[src/rtl/cla_pipe_adder.sv]
// Pipelined carry-lookahead adder: one GROUP-bit lookahead group resolved per stage,
// valid/ready handshake on both sides. Define CLA_PIPE_ADDER_SUB_EN to add a 'sub' input (a - b).
module cla_pipe_adder #(
  parameter int WIDTH = 16,
  parameter int GROUP = 4
) (
  input  logic             clk,
  input  logic             rst_n,
  input  logic             in_valid,
  output logic             in_ready,
  input  logic [WIDTH-1:0] a,
  input  logic [WIDTH-1:0] b,
  input  logic             cin,
`ifdef CLA_PIPE_ADDER_SUB_EN
  input  logic             sub,
`endif
  output logic             out_valid,
  input  logic             out_ready,
  output logic [WIDTH-1:0] sum,
  output logic             cout,
  output logic             ovf,
  output logic             zero
);
  localparam int NG = WIDTH / GROUP;

  if ((WIDTH % GROUP) != 0 || WIDTH < GROUP) begin : g_param_check
    $fatal(1, "cla_pipe_adder: WIDTH must be a non-zero multiple of GROUP");
  end

  // Flattened lookahead: carry i+1 is an OR of generate terms masked by propagate chains.
  function automatic logic [GROUP:0] cla_carries(input logic [GROUP-1:0] x,
                                                 input logic [GROUP-1:0] y,
                                                 input logic             ci);
    logic [GROUP-1:0] g;
    logic [GROUP-1:0] p;
    logic [GROUP:0]   c;
    logic             term;
    g    = x & y;
    p    = x ^ y;
    c    = '0;
    c[0] = ci;
    for (int i = 0; i < GROUP; i++) begin
      term = ci;
      for (int j = 0; j <= i; j++) term = term & p[j];
      c[i+1] = term;
      for (int j = 0; j <= i; j++) begin
        term = g[j];
        for (int k = j + 1; k <= i; k++) term = term & p[k];
        c[i+1] = c[i+1] | term;
      end
    end
    return c;
  endfunction

  logic             adv;
  logic [WIDTH-1:0] b_eff;
  logic             cin_eff;

  always_comb begin
    adv      = !out_valid || out_ready;
    in_ready = adv;
`ifdef CLA_PIPE_ADDER_SUB_EN
    b_eff    = sub ? ~b : b;
    cin_eff  = sub ? 1'b1 : cin;
`else
    b_eff    = b;
    cin_eff  = cin;
`endif
  end

  genvar gi;
  for (gi = 0; gi < NG; gi++) begin : g_stage
    localparam int IW = WIDTH - gi * GROUP;  // operand bits still unresolved on entry
    localparam int SW = (gi + 1) * GROUP;    // sum bits known after this stage

    logic [IW-1:0]    op_a;
    logic [IW-1:0]    op_b;
    logic             c_in;
    logic             v_in;
    logic [GROUP:0]   c;
    logic [GROUP-1:0] grp_sum;
    logic [SW-1:0]    sum_new;
    logic             load;
    logic [SW-1:0]    sum_d, sum_q;
    logic             carry_d, carry_q;
    logic             valid_d, valid_q;

    if (gi == 0) begin : g_head
      assign op_a    = a;
      assign op_b    = b_eff;
      assign c_in    = cin_eff;
      assign v_in    = in_valid;
      assign sum_new = grp_sum;
    end else begin : g_chain
      assign op_a    = g_stage[gi-1].g_rem.rem_a_q;
      assign op_b    = g_stage[gi-1].g_rem.rem_b_q;
      assign c_in    = g_stage[gi-1].carry_q;
      assign v_in    = g_stage[gi-1].valid_q;
      assign sum_new = {grp_sum, g_stage[gi-1].sum_q};
    end

    always_comb begin
      c       = cla_carries(op_a[GROUP-1:0], op_b[GROUP-1:0], c_in);
      grp_sum = op_a[GROUP-1:0] ^ op_b[GROUP-1:0] ^ c[GROUP-1:0];
    end

    // Data only loads for valid slots, so bubbles leave the last result untouched.
    always_comb begin
      load    = adv && v_in;
      valid_d = adv ? v_in : valid_q;
      carry_d = load ? c[GROUP] : carry_q;
      sum_d   = load ? sum_new : sum_q;
    end

    always_ff @(posedge clk or negedge rst_n) begin
      if (!rst_n) begin
        valid_q <= 1'b0;
        carry_q <= 1'b0;
        sum_q   <= '0;
      end else begin
        valid_q <= valid_d;
        carry_q <= carry_d;
        sum_q   <= sum_d;
      end
    end

    if (gi < NG - 1) begin : g_rem
      logic [IW-GROUP-1:0] rem_a_d, rem_a_q;
      logic [IW-GROUP-1:0] rem_b_d, rem_b_q;

      always_comb begin
        rem_a_d = load ? op_a[IW-1:GROUP] : rem_a_q;
        rem_b_d = load ? op_b[IW-1:GROUP] : rem_b_q;
      end

      always_ff @(posedge clk or negedge rst_n) begin
        if (!rst_n) begin
          rem_a_q <= '0;
          rem_b_q <= '0;
        end else begin
          rem_a_q <= rem_a_d;
          rem_b_q <= rem_b_d;
        end
      end
    end

    if (gi == NG - 1) begin : g_flags
      logic ovf_d, ovf_q;
      logic zero_d, zero_q;

      // Signed overflow: carry into the MSB disagrees with carry out of it.
      always_comb begin
        ovf_d  = load ? (c[GROUP] ^ c[GROUP-1]) : ovf_q;
        zero_d = load ? (sum_new == '0) : zero_q;
      end

      always_ff @(posedge clk or negedge rst_n) begin
        if (!rst_n) begin
          ovf_q  <= 1'b0;
          zero_q <= 1'b0;
        end else begin
          ovf_q  <= ovf_d;
          zero_q <= zero_d;
        end
      end
    end
  end

  assign out_valid = g_stage[NG-1].valid_q;
  assign sum       = g_stage[NG-1].sum_q;
  assign cout      = g_stage[NG-1].carry_q;
  assign ovf       = g_stage[NG-1].g_flags.ovf_q;
  assign zero      = g_stage[NG-1].g_flags.zero_q;

endmodule

[config.mk]
export PLATFORM = sky130hd
export DESIGN_NAME = cla_pipe_adder
export DESIGN_NICKNAME = d
export VERILOG_FILES = /design/src/rtl/cla_pipe_adder.sv
export SDC_FILE = /design/constraint.sdc
export NUM_CORES = 1
export LEC_CHECK = 0
export CORE_MARGIN = 3
export CORE_UTILIZATION = 59
export CTS_CLUSTER_DIAMETER = 150
export DETAILED_ROUTE_END_ITERATION = 12
export MAX_ROUTING_LAYER = met4
export PLACE_DENSITY_LB_ADDON = 0.2
export SLEW_MARGIN = 20
export SYNTH_ARGS = -nofsm -noshare
export SYNTH_HDL_FRONTEND = slang
export SYNTH_SLANG_ARGS = --single-unit
[constraint.sdc]
create_clock -name clk -period 4.8 [get_ports clk]
set_input_delay 0.96 -clock clk [delete_from_list [all_inputs] [get_ports clk]]
set_output_delay 0.96 -clock clk [all_outputs]
set_load 0.005 [all_outputs]
==> run metrics, run 1 <==
ratio of final minimum period to clock period=68.8%; Power Density=630 nW/um^2; Leak Pwr=2.19 nW; R2R depth=6; Final Skew=8.29 ps; dominant cells by area after synthesis=dfrtp_1 58%, mux2_2 20%, ha_1 5.9%; Initial DRC Count=108; vias in the first global route=2,589; net switching power figure=1.03 mW; DRC violations left=0; vias per std cell=5.31; share of flip-flops with an asynchronous set or reset=100%; Post-Synth XOR/XNOR Area=1.22%; worst hold endpoint=ovf; Die Width=90.6 um; standard-cell rows=30; GRT Overall Usage=18.7%; top cells by count, synth=98 x dfrtp_1, 76 x mux2_2, 20 x ha_1; ys flop type=dfrtp_1; CTS tree=done; Worst slew margin=45.7%; RSZ-0062 raised after global routing=false; min cycle time layout=3300 ps; cell area after synthesis=4220 sq um; share of layout cells above drive strength 1=28.3%; PortBufs=57; Reg-to-Reg End=zero; Yosys top cell area share=58.1%; total power=3.17 mW; flop2flop setup slack=2780 ps; Core Util, Final=73.2%; largest net degree at the start of global routing=69; post-CTS resize count=0; CP arrival=2340 ps; initial antenna violation count=0; EDFF count, synth=0; clk sinks=98; sequential cell area fraction in the yosys report=58.1%; H-tree depth=3; Cell Area, Placed=4850 sq um; CP max-delay cell=clkdlybuf4s50_1; status=finished clean; most used cell, CP=clkdlybuf4s50_1; Post-Route WL=6850 um; Fill cells=471; upper clock frequency limit=303 MHz; min-delay worst type=reg2reg; post-synth top area cell=dfrtp_1; syn avg cell area=14.4 sq um; CP Cell Sequence=clkdlybuf4s50_1, nand2b_1, clkdlybuf4s50_1; simple-gate share of the synthesized area=4.62%; Clock transition at path regs=100 ps; Min-Delay Path Depth=2; RR Startpoint=g_stage[2].g_rem.rem_a_q[0]; buffers and inverters on the worst path=2; Gate power share=40.3%; DR pass1 iterations=4; post-synthesis adder-cell area fraction=7.83%; net switching share of the total power=32.5%; mux cell area share after synthesis=20.5%; Post-Syn Instances=294; top-count cell post-synth=dfrtp_1; setup TNS=0 ps; Vias=2,404; clock power share=15.0%; clk_lat worst skew=360 ps; type of origin of the critical path=primary input; I/O pin cnt=58; Final Cell Area=5030 sq um; P_int=2.14 mW; Post-DRT Antenna Nets=0; CP delay by family, top=buffers and inverters; CP Class=in2out; grt ovf=0; die area=8200 sq um; initial core utilization=61.4%; Register Area=2450 sq um; post-CTS setup buffers=0; Cell variety after synth=28; post-synthesis net count=355; cell total after placement=437; global-route wire length before repair=11,900 um; crit path max fanout=10; Worst path max stage delay=580 ps; complex-gate fraction of the synthesized area=5.57%; cts hold-fix bufs=0; RePlAce Congestion=0.764; pins over their slew limit=0; Bufs on Longest Clock Path=2; Worst Setup End Kind=output pin; peak supply drop=0.307 mV; final setup vio count=0; synthesized flop and latch total=98; final hold vios=0; synthesis-to-layout area growth=19.2%; clock root cell=clkbuf_8; Flop pwr share=44.7%; WL/cell=15.1 um; Worst-Margin Slew=815 ps; Diodes inserted=0; Max Cap Violations=0; Die Y=90.6 um; min-delay src=ovf; combinational family with the most area after synthesis=multiplexers; Post-Layout Cell Count=453; Final nets=413; multi-input logic area=1680 sq um; Core Area=6870 sq um; CP Data Required Time=3840 ps; total CTS buffers=9; DP Wirelength=4920 um; Ys Warns=0
## layout by cell type, fill, tap and decap left out
cell,instances
fa_1,4
or4_1,1
clkinv_4,2
o21a_1,9
or3_4,1
and2_1,1
o31a_1,3
xnor2_2,1
inv_1,6
clkinv_2,1
buf_4,2
a21oi_1,1
nand2_2,4
inv_6,1
mux2_2,76
nand2_1,16
nor4b_1,2
a211oi_1,2
nand2b_1,3
o21ai_0,11
xor2_1,1
clkbuf_8,9
o31ai_1,6
dfrtp_1,98
clkinvlp_4,3
o211a_1,1
xnor2_1,3
nor2_1,3
ha_1,20
mux2i_1,1
a32o_2,1
nor3_1,8
clkdlybuf4s50_1,56
## stage by stage
stage	setup slack (ps)	hold WS, ps
6_report	1500	486
2_1_floorplan	2530	445
4_1_cts	1530	491
3_5_place_dp	1530	470
5_1_grt	1420	508
3_3_place_gp	1550	461
## worst max path at each step
stage / startpoint / to / slack [ps] / cells past startpoint
after floorplan: a[0] / g_stage[0].carry_q / 2530 / 6
after CTS: out_ready / in_ready / 1530 / 3
after global routing: out_ready / in_ready / 1420 / 3
after detailed placement: out_ready / in_ready / 1530 / 3
final: out_ready / in_ready / 1500 / 3
after global placement: out_ready / in_ready / 1550 / 3
## layout make-up
type / count / area share, %
Tap cell: 96 / 2.39
Timing Repair Buffer: 58 / 11.4
Multi-Input combinational cell: 179 / 33.4
Clock buffer: 9 / 2.46
Clock inverter: 7 / 1.07
Sequential cell: 98 / 48.8
Inverter: 6 / 0.448
## flip-flops by register name, indices dropped and copies added, names as in the netlist
signal and cells:
cout 1, g_stage.carry_q 3, g_stage.g_rem.rem_a_q 24, g_stage.g_rem.rem_b_q 24, g_stage.sum_q 24, g_stage.valid_q 3
out_valid 1, ovf 1, sum 16, zero 1
## worst register-to-register path, cell delays in order, from the launching register on
cell and delay [ps]:
dfrtp_1 410, ha_1 300, ha_1 200, o211a_1 230, or3_4 400, xnor2_2 150
a32o_2 240
## routing by layer
| layer | wire (um) | GRT usage (%) | vias up |
|---|---|---|---|
| li1 | - | - | 1157 |
| met1 | 3210 | 24.5 | 1190 |
| met2 | 3280 | 29.3 | 47 |
| met3 | 243 | 2.75 | 10 |
| met4 | 108 | 8.04 | 0 |
| met5 | 0 | - | - |
## power by group through the flow
stage | registers [mW] | clock network [mW] | logic [mW]
6_report | 1.42 | 0.476 | 1.28
3_3_place_gp | 1.42 | 0 | 1.22
2_1_floorplan | 1.37 | 0 | 0.927
3_5_place_dp | 1.44 | 0 | 1.29
5_1_grt | 1.47 | 0.519 | 1.42
4_1_cts | 1.42 | 0.490 | 1.30
## logic make-up after synthesis
family,Yosys count
multiplexers,77
AO/OA/AOI/OAI,34
buffers and inverters,17
adder cells (fa/ha/maj),24
flip-flops,98
XOR/XNOR,5
AND/OR/NAND/NOR,39
No activity file was read; power rests on OpenSTA's default activity.
==> run 2, diff against run 1 <==
- CORE_UTILIZATION: 59 -> 54
- clock period: 4.8 -> 3.3 ns (I/O delays scaled with it)
==> run 2 against run 1 <==
- first-iteration DRC count down 29%
- register-to-register slack got worse by 1500 ps
- critical path depth unchanged
- hold slack lost 230 ps
- critical path type unchanged
- highest routed layer unchanged
==> run metrics, run 2 (synthesis gave the netlist of run 1 again) <==
clock root cell=clkbuf_8; CP arrival=2020 ps; Worst Setup End Kind=output pin; clk sinks=98; vias in the first global route=2,481; Clock transition at path regs=110 ps; Core Util, Final=68.3%; Fill cells=541; initial antenna violation count=1; RR Startpoint=g_stage[2].g_rem.rem_a_q[0]; type of origin of the critical path=primary input; buffers and inverters on the worst path=2; CP max-delay cell=clkdlybuf4s50_1; cts hold-fix bufs=0; Metal-1 WL=3130 um; crit path launch=out_ready; DP Wirelength=4940 um; most used cell, CP=clkdlybuf4s50_1; GRT Overall Usage=17.6%; met3 wire length=327 um; worst hold margin=253 ps; met2 WL=3140 um; total power=4.62 mW; R2R depth=6; final setup vio count=0; Final Skew=19.0 ps; RSZ-0062 raised after global routing=false; Regs by FF count=g_stage.g_rem.rem_a_q x24, g_stage.g_rem.rem_b_q x24, g_stage.sum_q x24; Final nets=414; post-CTS setup buffers=0; WL/cell=14.7 um; global-route wire length before repair=11,700 um; standard-cell rows=31; share of layout cells above drive strength 1=28.2%; post-CTS resize count=0; crit path max fanout=10; die area=8910 sq um; Cell Area, Placed=4870 sq um; H-tree depth=3; Post-Route WL=6730 um; Worst-Margin Slew=736 ps; final hold vios=0; DR pass1 iterations=4; DRC violations left=0; CP delay by family, top=buffers and inverters; most frequent cells in the layout=98 x dfrtp_1, 76 x mux2_2, 56 x clkdlybuf4s50_1, 20 x ha_1, 17 x nand2_1; Worst slew margin=50.7%; synthesis-to-layout area growth=19.9%; ratio of final minimum period to clock period=81.2%; Initial DRC Count=77; PortBufs=57; Top Metal Used=met4; setup TNS=0 ps; Post-Layout Cell Count=458; Final Cell Area=5060 sq um; Reg-to-Reg End=zero; Post-DRT Antenna Nets=0; CTS tree=done; largest net degree at the start of global routing=61; Bufs on Longest Clock Path=2; min cycle time layout=2680 ps; RePlAce Congestion=0.782; Register Area=2450 sq um; upper clock frequency limit=373 MHz; multi-input logic area=1680 sq um; Leak Pwr=2.20 nW; pins over their slew limit=0; Worst path max stage delay=580 ps; CP Class=in2out; Die Width=94.4 um; total CTS buffers=9; commonest non-fill, non-tap cell in the layout=dfrtp_1; cell total after placement=441; post-placement worst setup slack=608 ps; peak supply drop=0.403 mV; WP depth=3; vias per std cell=5.33; CP Data Required Time=2640 ps; min-delay worst type=in2async; Setup WS post-layout=620 ps; grt ovf=0; Vias=2,443; Core Area=7410 sq um; CP endpoint=in_ready; clk_lat worst skew=360 ps; CP Cell Sequence=clkdlybuf4s50_1, nand2b_1, clkdlybuf4s50_1; Die Y=94.4 um; status=finished clean; Power Density=912 nW/um^2; I/O pin cnt=58; initial core utilization=57.0%; flop2flop setup slack=1280 ps; Max Cap Violations=0
run 2: cell type report:
| class | count | area share, % |
|---|---|---|
| Antenna cell | 1 | 0.0495 |
| Clock buffer | 9 | 2.45 |
| Clock inverter | 7 | 1.21 |
| Inverter | 6 | 0.445 |
| Multi-Input combinational cell | 179 | 33.2 |
| Sequential cell | 98 | 48.5 |
| Tap cell | 99 | 2.45 |
| Timing Repair Buffer | 59 | 11.8 |
run 2: metal layers:
metal / up-vias / global-route usage (%)
li1: 1172 / -
met1: 1210 / 22.9
met2: 49 / 26.5
met3: 12 / 4.22
met4: 0 / 8.18
met5: - / -
run 2: worst min-delay path by stage:
stage / start / cells after the start / slack, ps / endpoint
global placement: ovf / 2 / 460 / ovf
global route: rst_n / 1 / 280 / sum[9]
floorplan: rst_n / 0 / 360 / cout
finish: rst_n / 1 / 250 / g_stage[2].sum_q[4]
CTS: rst_n / 1 / 260 / sum[5]
detailed placement: g_stage[0].sum_q[3] / 2 / 470 / g_stage[0].sum_q[3]
run 2: power breakdown:
part / internal (mW) / total [mW] / switching, mW
registers: 1.73 / 2.05 / 0.315
logic: 1.10 / 1.85 / 0.750
clock network: 0.287 / 0.721 / 0.434
total: 3.12 / 4.62 / 1.50
